**src/rtl/vga_rect_layer_module.sv**
```systemverilog
`timescale 1ns/1ps
`default_nettype none
// =============================================================================
// Module   : vga_rect_layer_module
// Purpose  : Prioritised solid-rectangle overlay with double-buffered config
//            committed at pixel (0,0). Optional blink: define VGA_RECT_BLINK_EN.
// Revision : 1.0 - initial release
// =============================================================================
module vga_rect_layer_module #(
   parameter int                   N_RECT       = 4,
   parameter int                   XW           = 10,
   parameter int                   YW           = 10,
   parameter int                   RW           = 3,
   parameter int                   GW           = 3,
   parameter int                   BW           = 2,
   parameter logic [RW+GW+BW-1:0]  BG_COLOR     = '0,
   parameter int                   BLINK_FRAMES = 30
) (
   input  logic                   VGA_CLK,
   input  logic                   RST_N,
   input  logic [XW-1:0]          X,
   input  logic [YW-1:0]          Y,
   input  logic                   valid,
   input  logic                   cfg_we,
   input  logic [2:0]             cfg_idx,
   input  logic [XW-1:0]          cfg_x0,
   input  logic [XW-1:0]          cfg_x1,
   input  logic [YW-1:0]          cfg_y0,
   input  logic [YW-1:0]          cfg_y1,
   input  logic [RW+GW+BW-1:0]    cfg_color,
   input  logic                   cfg_en,
   input  logic                   cfg_blink,
   output logic                   cfg_pending,
   output logic [RW-1:0]          VGA_R,
   output logic [GW-1:0]          VGA_G,
   output logic [BW-1:0]          VGA_B
);

   localparam int CW = RW + GW + BW;

   typedef struct packed {
      logic          en;
`ifdef VGA_RECT_BLINK_EN
      logic          blink;
`endif
      logic [XW-1:0] x0;
      logic [XW-1:0] x1;
      logic [YW-1:0] y0;
      logic [YW-1:0] y1;
      logic [CW-1:0] color;
   } rect_t;

   rect_t             r_shadow     [N_RECT];
   rect_t             r_active     [N_RECT];
   rect_t             w_shadow_nxt [N_RECT];
   rect_t             w_active_nxt [N_RECT];
   rect_t             w_cfg;
   logic              w_commit;
   logic              w_write;
   logic              w_phase_nxt;
   logic [N_RECT-1:0] w_hit;
   logic [N_RECT-1:0] r_hit;
   logic [CW-1:0]     w_win_color;
   logic [CW-1:0]     r_win_color;
   logic              r_valid;
   logic [CW-1:0]     w_pix;

   assign w_commit = (X == '0) && (Y == '0);
   assign w_write  = cfg_we && (int'(cfg_idx) < N_RECT);

   always_comb begin
      w_cfg       = '0;
      w_cfg.en    = cfg_en;
      w_cfg.x0    = cfg_x0;
      w_cfg.x1    = cfg_x1;
      w_cfg.y0    = cfg_y0;
      w_cfg.y1    = cfg_y1;
      w_cfg.color = cfg_color;
`ifdef VGA_RECT_BLINK_EN
      w_cfg.blink = cfg_blink;
`endif
   end

`ifdef VGA_RECT_BLINK_EN
   localparam int c_cnt_w = (BLINK_FRAMES > 1) ? $clog2(BLINK_FRAMES) : 1;

   logic [c_cnt_w-1:0] r_frame_cnt;
   logic [c_cnt_w-1:0] w_frame_cnt_nxt;
   logic               r_phase;

   always_comb begin
      w_frame_cnt_nxt = r_frame_cnt;
      w_phase_nxt     = r_phase;
      if (w_commit) begin
         if (r_frame_cnt == c_cnt_w'(BLINK_FRAMES - 1)) begin
            w_frame_cnt_nxt = '0;
            w_phase_nxt     = ~r_phase;
         end else begin
            w_frame_cnt_nxt = r_frame_cnt + 1'b1;
         end
      end
   end

   always_ff @(posedge VGA_CLK or negedge RST_N) begin
      if (!RST_N) begin
         r_frame_cnt <= '0;
         r_phase     <= 1'b0;
      end else begin
         r_frame_cnt <= w_frame_cnt_nxt;
         r_phase     <= w_phase_nxt;
      end
   end
`else
   localparam int c_unused_blink_frames = BLINK_FRAMES;
   logic w_unused_blink;
   assign w_unused_blink = cfg_blink;
   assign w_phase_nxt    = 1'b0;
`endif

   // A write landing on the commit cycle is forwarded straight into the active set.
   always_comb begin
      for (int i = 0; i < N_RECT; i++) begin
         w_shadow_nxt[i] = r_shadow[i];
         if (w_write && (cfg_idx == 3'(i)))
            w_shadow_nxt[i] = w_cfg;
         w_active_nxt[i] = w_commit ? w_shadow_nxt[i] : r_active[i];
      end
   end

   // Hits use the post-commit set so pixel (0,0) already belongs to the new frame.
   always_comb begin
      w_hit       = '0;
      w_win_color = '0;
      for (int i = N_RECT - 1; i >= 0; i--) begin
         w_hit[i] = w_active_nxt[i].en &&
                    (X >= w_active_nxt[i].x0) && (X <= w_active_nxt[i].x1) &&
                    (Y >= w_active_nxt[i].y0) && (Y <= w_active_nxt[i].y1);
`ifdef VGA_RECT_BLINK_EN
         if (w_active_nxt[i].blink && w_phase_nxt)
            w_hit[i] = 1'b0;
`endif
         if (w_hit[i])
            w_win_color = w_active_nxt[i].color;
      end
   end

   always_comb begin
      if (!r_valid)
         w_pix = '0;
      else if (|r_hit)
         w_pix = r_win_color;
      else
         w_pix = BG_COLOR;
   end

   always_ff @(posedge VGA_CLK or negedge RST_N) begin
      if (!RST_N) begin
         for (int i = 0; i < N_RECT; i++) begin
            r_shadow[i] <= '0;
            r_active[i] <= '0;
         end
         cfg_pending <= 1'b0;
         r_hit       <= '0;
         r_win_color <= '0;
         r_valid     <= 1'b0;
         VGA_R       <= '0;
         VGA_G       <= '0;
         VGA_B       <= '0;
      end else begin
         for (int i = 0; i < N_RECT; i++) begin
            r_shadow[i] <= w_shadow_nxt[i];
            r_active[i] <= w_active_nxt[i];
         end
         if (w_commit)
            cfg_pending <= 1'b0;
         else if (w_write)
            cfg_pending <= 1'b1;
         r_hit       <= w_hit;
         r_win_color <= w_win_color;
         r_valid     <= valid;
         VGA_R       <= w_pix[CW-1:GW+BW];
         VGA_G       <= w_pix[GW+BW-1:BW];
         VGA_B       <= w_pix[BW-1:0];
      end
   end

endmodule
`default_nettype wire

```
**config.mk**
```make
export PLATFORM = sky130hd
export DESIGN_NAME = vga_rect_layer_module
export DESIGN_NICKNAME = d
export VERILOG_FILES = /design/src/rtl/vga_rect_layer_module.sv
export SDC_FILE = /design/constraint.sdc
export NUM_CORES = 1
export LEC_CHECK = 0
export ABC_AREA = 1
export CELL_PAD_IN_SITES_DETAIL_PLACEMENT = 0
export CELL_PAD_IN_SITES_GLOBAL_PLACEMENT = 1
export CORE_UTILIZATION = 47
export CTS_CLUSTER_DIAMETER = 40
export CTS_CLUSTER_SIZE = 14
export DETAILED_ROUTE_END_ITERATION = 12
export PLACE_DENSITY_LB_ADDON = 0.1
export SYNTH_ARGS = -nofsm -noshare
export SYNTH_HDL_FRONTEND = slang
export SYNTH_SLANG_ARGS = --single-unit
```
**constraint.sdc**
```tcl
create_clock -name VGA_CLK -period 2.9 [get_ports VGA_CLK]
set_clock_uncertainty 0.05 [all_clocks]
set_input_delay 0.29 -clock VGA_CLK [delete_from_list [all_inputs] [get_ports VGA_CLK]]
set_output_delay 0.29 -clock VGA_CLK [all_outputs]
set_load 0.005 [all_outputs]
```
==> flow_summary.ini, run 1 <==
[synthesis]
synth.cell_area_um2 = 20000
synthSimpleGateAreaFrac_pct = 19.1
yosys_most_used_dff = dfrtp_1
syn_nets = 2450
yosys.area.top_type = dfrtp_1
synth_top_area_share_pct = 51.9
synthArstFlopShare_pct = 100
syn_inst = 2213
yosysMostFrequentCell = nand2_1
synth_compound_area_share_pct = 11.8
avgSynthCellArea_um2 = 9.03
yosys_warnings = 0
synthTopCellsByCount = 499 x nand2_1, 414 x dfrtp_1, 275 x inv_1
synthMuxAreaShare_pct = 0
synth_seq_cells = 414
synthAdderAreaFrac_pct = 10.0
synth.distinct_cells = 35
synth-edff-count = 0
netlist_top_cells_area = dfrtp_1 52%, ha_1 10%, nand2_1 9.4%, inv_1 5.2%, o21ai_0 5.0%
yosysSeqAreaShare_pct = 51.9
synth_xor_xnor_area_share_pct = 0
synth_top_family_by_area = simple AND/OR/NAND/NOR gates

[floorplanning]
dieWidth_um = 208
die_h_um = 208
initial_core_util_pct = 47.6
io_pins = 86
die_area_um2 = 43300
core-area_um2 = 41900
num_rows = 75

[power]
leakage_nw = 15.1
peakVddDrop_mv = 0.496
p_per_area_nw_per_um2 = 634

[cells_and_area]
multi_input_area_um2 = 8730
n_fill_cell = 3427
regArea_um2 = 10400
utilization_pct = 63.7
drive_gt1_share_pct = 27.7
area_growth_pct = 33.8
stdcell_count = 3141
nNetsFinal = 2783
diodes = 0

[drt]
drt_first_pass_iters = 5
vias = 16000
wire_per_inst_um = 18.4
wirelength_mm = 57.8
ant_nets = 0
drtIter0Drc = 1071
vias_per_cell = 5.09
drc = 0

[sta]
worstMarginPinSlew_ns = 0.848
setup-tns-final_ns = 0
fmax_ghz = 0.357
setup_viol_count_final = 0
drv_slew = 0
slew_headroom_pct = 43.5
min_period_over_period_pct = 96.5
period_minus_slack_ns = 2.80
hold_viol_final = 0

[setup_path]
crit_path_start_kind = input port
arrival_ns = 3.25
crit_fanout = 8
critPathCaptureType = flop
required_ns = 3.35
critPathKind = in2reg

[clock_tree]
cts_made_buffers = 70
clock_tree.buffer_depth = 3
cts_tree = yes
insertion_delay_ns = 0.58
cts-root-buf = clkbuf_16
cts_sinks = 414
htree_levels = 3
clk_pin_slew_ns = 0.05

[placement]
place_congestion = 0.825
portBuffers = 84
dpl.cell_count = 2962
dp_hpwl_mm = 38.1

[outcome]
outcome = completed

[global_routing]
grt_antenna_before_repair = 0
grt_overflow = 0
grt_pass1_wl_mm = 91.1
grt_pass1_vias = 16300
track_usage_pct = 27.5
grt_max_degree = 97

[flow_run]
drv_cap = 0

[worst_hold_path]
min_path_type = in2reg
per-layer routing:
metal / vias to the layer above / part of all wire [%] / routed length, um / track usage, %
met2: 357 / 46 / 26600 / 43.9
met3: 100 / 5.0 / 2870 / 4.50
met4: 0 / 2.5 / 1460 / 9.14
met5: - / 0 / 0 / 0
li1: 7803 / - / - / -
met1: 7722 / 47 / 26900 / 38.2
worst paths after layout:
| kind | start | to | slack (ns) | depth (start not counted) |
|---|---|---|---|---|
| max reg2reg | r_shadow[159]$_DFF_PN0_ | r_win_color[0]$_DFF_PN0_ | 0.45 | 14 |
| min | valid | r_valid$_DFF_PN0_ | 0.10 | 1 |
| max in group asynchronous | RST_N | r_shadow[17]$_DFF_PN0_ | 1.63 | 3 |
| min reg2reg | r_shadow[5]$_DFF_PN0_ | r_shadow[5]$_DFF_PN0_ | 0.42 | 2 |
| max | Y[8] | r_win_color[0]$_DFF_PN0_ | 0.10 | 20 |
| min in group asynchronous | RST_N | r_active[111]$_DFF_PN0_ | 0.31 | 2 |
cells by family after synthesis:
kind of cell / Yosys count
and+or+nand+nor: 827
AOI/OAI and AO/OA: 450
DFF: 414
buffers and inverters: 362
adders and majority gates: 160
state kept, by name, summed over array words and instances (netlist names):
signal       count
VGA_B            2
r_shadow       196
r_active       196
VGA_R            3
r_win_color      8
r_valid          1
cfg_pending      1
r_hit            4
VGA_G            3
where the power goes:
group	internal (W)	switching, W	total, W	leakage [nW]
sequential	0.00631	0.000145	0.00645	5.50
combinational	0.000706	0.00107	0.00177	8.35
clock	0.00573	0.00300	0.00872	1.21
total	0.0127	0.00421	0.0170	15.1
placed cells by master, fill, tap and decap left out, types with 9 or more instances in the layout:
master	n
nand2_1	477
dfrtp_1	414
inv_1	269
buf_4	198
o21ai_1	186
ha_1	155
or2_2	151
o21ai_0	122
clkbuf_16	73
nor2_1	60
clkdlybuf4s50_1	59
o21ai_2	47
a21oi_1	47
nand3_1	36
buf_12	34
nand2_2	23
nor2_2	21
clkbuf_2	17
a21oi_2	16
buf_6	14
nand4_1	12
clkinvlp_4	11
bufinv_16	10
nor2_4	9
o21a_1	9
nand3_2	9
timing repair:
action | in CTS | in global routing
endpoints found under the setup margin | 12 | 10
gates resized for setup | 213 | 107
hold buffers | 1 | 0
cloned | 13 | 0
endpoints found under the hold margin | 81 | 0
buffers inserted | 37 | 5
pin swaps | 66 | 49
metrics by stage:
step                worst slack, ns  cell area, um2  hold WS (ns)  power [W]
floorplan                    0.0185           20000       -0.0556    0.00733
global placement              -1.28           23000         0.360    0.00809
detailed placement            -1.27           23000         0.352    0.00815
CTS                         0.00125           26600        0.0852     0.0170
global route               -0.00814           26700        0.0919     0.0176
finish                        0.101           26700         0.103     0.0170
layout make-up:
type / count / share of cell area, %
Clock buffer: 84 / 7.29
Clock inverter: 44 / 2.09
Inverter: 280 / 3.96
Multi-Input combinational cell: 1438 / 32.7
Sequential cell: 414 / 38.7
Tap cell: 539 / 2.52
Timing Repair Buffer: 342 / 12.7
worst max-delay path: stages:
cell and delay, ns:
dlygate4sd2_1 0.26, nor2_2 0.13, and2_4 0.18, nand2_4 0.07
nor2_8 0.16, buf_12 0.17, buf_4 0.18, or2_2 0.12
o21ai_1 0.05, buf_4 0.15, ha_4 0.26, nand2_2 0.06
nor2_1 0.09, nand3_1 0.08, nand4_1 0.22, buf_4 0.17
nand4_4 0.17, nor2_8 0.21, a21oi_2 0.07, a21oi_1 0.14
No activity file was read; power rests on OpenSTA's default activity.
==> run 2, diff against run 1 <==
- CORE_UTILIZATION: 47 -> 49
- CTS_BUF_LIST: not set -> sky130_fd_sc_hd__clkbuf_8
- HOLD_SLACK_MARGIN: not set -> 0.03
==> flow_summary.ini, run 2 (synthesized netlist as in run 1, its figures left out) <==
[outcome]
outcome = completed

[power]
leakage_nw = 14.6
p_per_area_nw_per_um2 = 534
peakVddDrop_mv = 0.482

[cells_and_area]
layout_commonest_cell = nand2_1
fin_area_um2 = 26000
reg_top3 = r_active: 196 flops, r_shadow: 196 flops, r_win_color: 8 flops
nNetsFinal = 2788
stdcell_count = 3126
diodes = 0
area_growth_pct = 29.9
mostFrequentLayoutCells = 479 x nand2_1, 414 x dfrtp_1, 272 x inv_1, 205 x buf_4, 181 x o21ai_1
drive_gt1_share_pct = 27.8

[placement]
portBuffers = 84
dpl.cell_count = 2968
dp_hpwl_mm = 37.7
place_area_um2 = 23000
place_congestion = 0.859

[drt]
vias = 15900
ant_nets = 0
vias_per_cell = 5.07
drt_first_pass_iters = 5
wire_per_inst_um = 17.7
wirelength_mm = 55.5
drtIter0Drc = 857
drc = 0

[sta]
drv_slew = 0
fmax_ghz = 0.352
worstMarginPinSlew_ns = 0.764
min_period_over_period_pct = 98.1
slew_headroom_pct = 49.1
setup_viol_count_final = 0
rsz0062_at_grt = yes
setup-tns-final_ns = 0
whs_ns = 0.201
hold_viol_final = 0
period_minus_slack_ns = 2.84

[setup_path]
critPathKind = in2reg
arrival_ns = 3.34
required_ns = 3.40
crit_path_start_kind = input port
critPathCaptureType = flop
crit_fanout = 6
rrSetupSlack_ns = 0.46

[floorplanning]
core-area_um2 = 40000
io_pins = 86
dieWidth_um = 204
num_rows = 73
initial_core_util_pct = 49.9
die_h_um = 204
die_area_um2 = 41600

[clock_tree]
cts_made_buffers = 66
cts_tree = yes
cts_sinks = 414
clock_tree.buffer_depth = 3
cts-root-buf = clkbuf_8
insertion_delay_ns = 0.62
clk_pin_slew_ns = 0.08
htree_levels = 3

[global_routing]
grt_pass1_vias = 15900
use_met2_pct = 43.1
grt_antenna_before_repair = 0
gr-usage-met1_pct = 39.4
track_usage_pct = 27.5
use_met3_pct = 4.59
busiest_layer = met2
grt_overflow = 0
grt_pass1_wl_mm = 87.7
grt_max_degree = 85

[worst_hold_path]
min_path_type = in2reg

[flow_run]
drv_cap = 0
==> run 2: timing repair <==
| item | 4_1_cts | 5_1_grt |
|---|---|---|
| setup buffers | 22 | 7 |
| endpoints found under the hold margin | 72 | 0 |
| hold buffers | 2 | 0 |
| cloned | 10 | 2 |
| endpoints found under the setup margin | 12 | 11 |
| gates resized for setup | 189 | 151 |
| pin swaps | 41 | 62 |
==> run 2: power by group <==
group | internal (W) | switching (W) | total, W
registers | 0.00629 | 0.000140 | 0.00643
logic | 0.000696 | 0.00108 | 0.00178
clock network | 0.00305 | 0.00261 | 0.00566
total | 0.0100 | 0.00384 | 0.0139
==> run 2: per-layer routing <==
metal / vias up / part of all wire [%]
met3: 80 / 4.3
met1: 7676 / 48
met5: - / 0
met4: 0 / 2.2
li1: 7813 / -
met2: 294 / 46
==> run 2: worst paths after layout <==
path | to | depth (start not counted) | startpoint
hold / removal | cfg_pending$_DFFE_PN0P_ | 6 | cfg_we
min in group asynchronous | r_shadow[13]$_DFF_PN0_ | 2 | RST_N
hold reg to reg | r_shadow[139]$_DFF_PN0_ | 2 | r_shadow[139]$_DFF_PN0_
max in group asynchronous | r_active[70]$_DFF_PN0_ | 3 | RST_N
setup / recovery | r_win_color[7]$_DFF_PN0_ | 20 | Y[8]
setup reg to reg | r_win_color[7]$_DFF_PN0_ | 12 | r_active[115]$_DFF_PN0_
==> run 2: critical path, cell delays in order <==
cell and delay (ns):
dlygate4sd2_1 0.24, nor2_1 0.06, buf_4 0.14, and2_4 0.14, nand2_4 0.09, nor2_8 0.04
buf_12 0.13, bufbuf_16 0.26, or2_2 0.27, o21ai_2 0.07, ha_1 0.26, a21o_1 0.18
nor2_1 0.17, nand3_1 0.11, nand2_2 0.15, buf_6 0.12, nand4_4 0.14, nor2_8 0.24
a21oi_2 0.08, a21oi_1 0.15
==> run 2: layout make-up <==
| type | count | area [um2] |
|---|---|---|
| timing repair buffer | 349 | 3450 |
| sequential | 414 | 10400 |
| inverter | 280 | 1050 |
| fill | 3383 | 14000 |
| clock buffer | 76 | 1050 |
| tap | 525 | 657 |
| multi-input combinational | 1440 | 8940 |
| clock inverter | 42 | 445 |
==> run 2: metrics by stage <==
step | worst slack (ns) | util [%] | total power [W]
6_report | 0.0565 | 64.9 | 0.0139
5_1_grt | -0.0897 | 64.9 | 0.0145
4_1_cts | 0.00186 | 63.5 | 0.0139
3_5_place_dp | -1.13 | 57.6 | 0.00815
3_3_place_gp | -1.05 | 57.6 | 0.00809
2_1_floorplan | 0.0185 | - | 0.00733
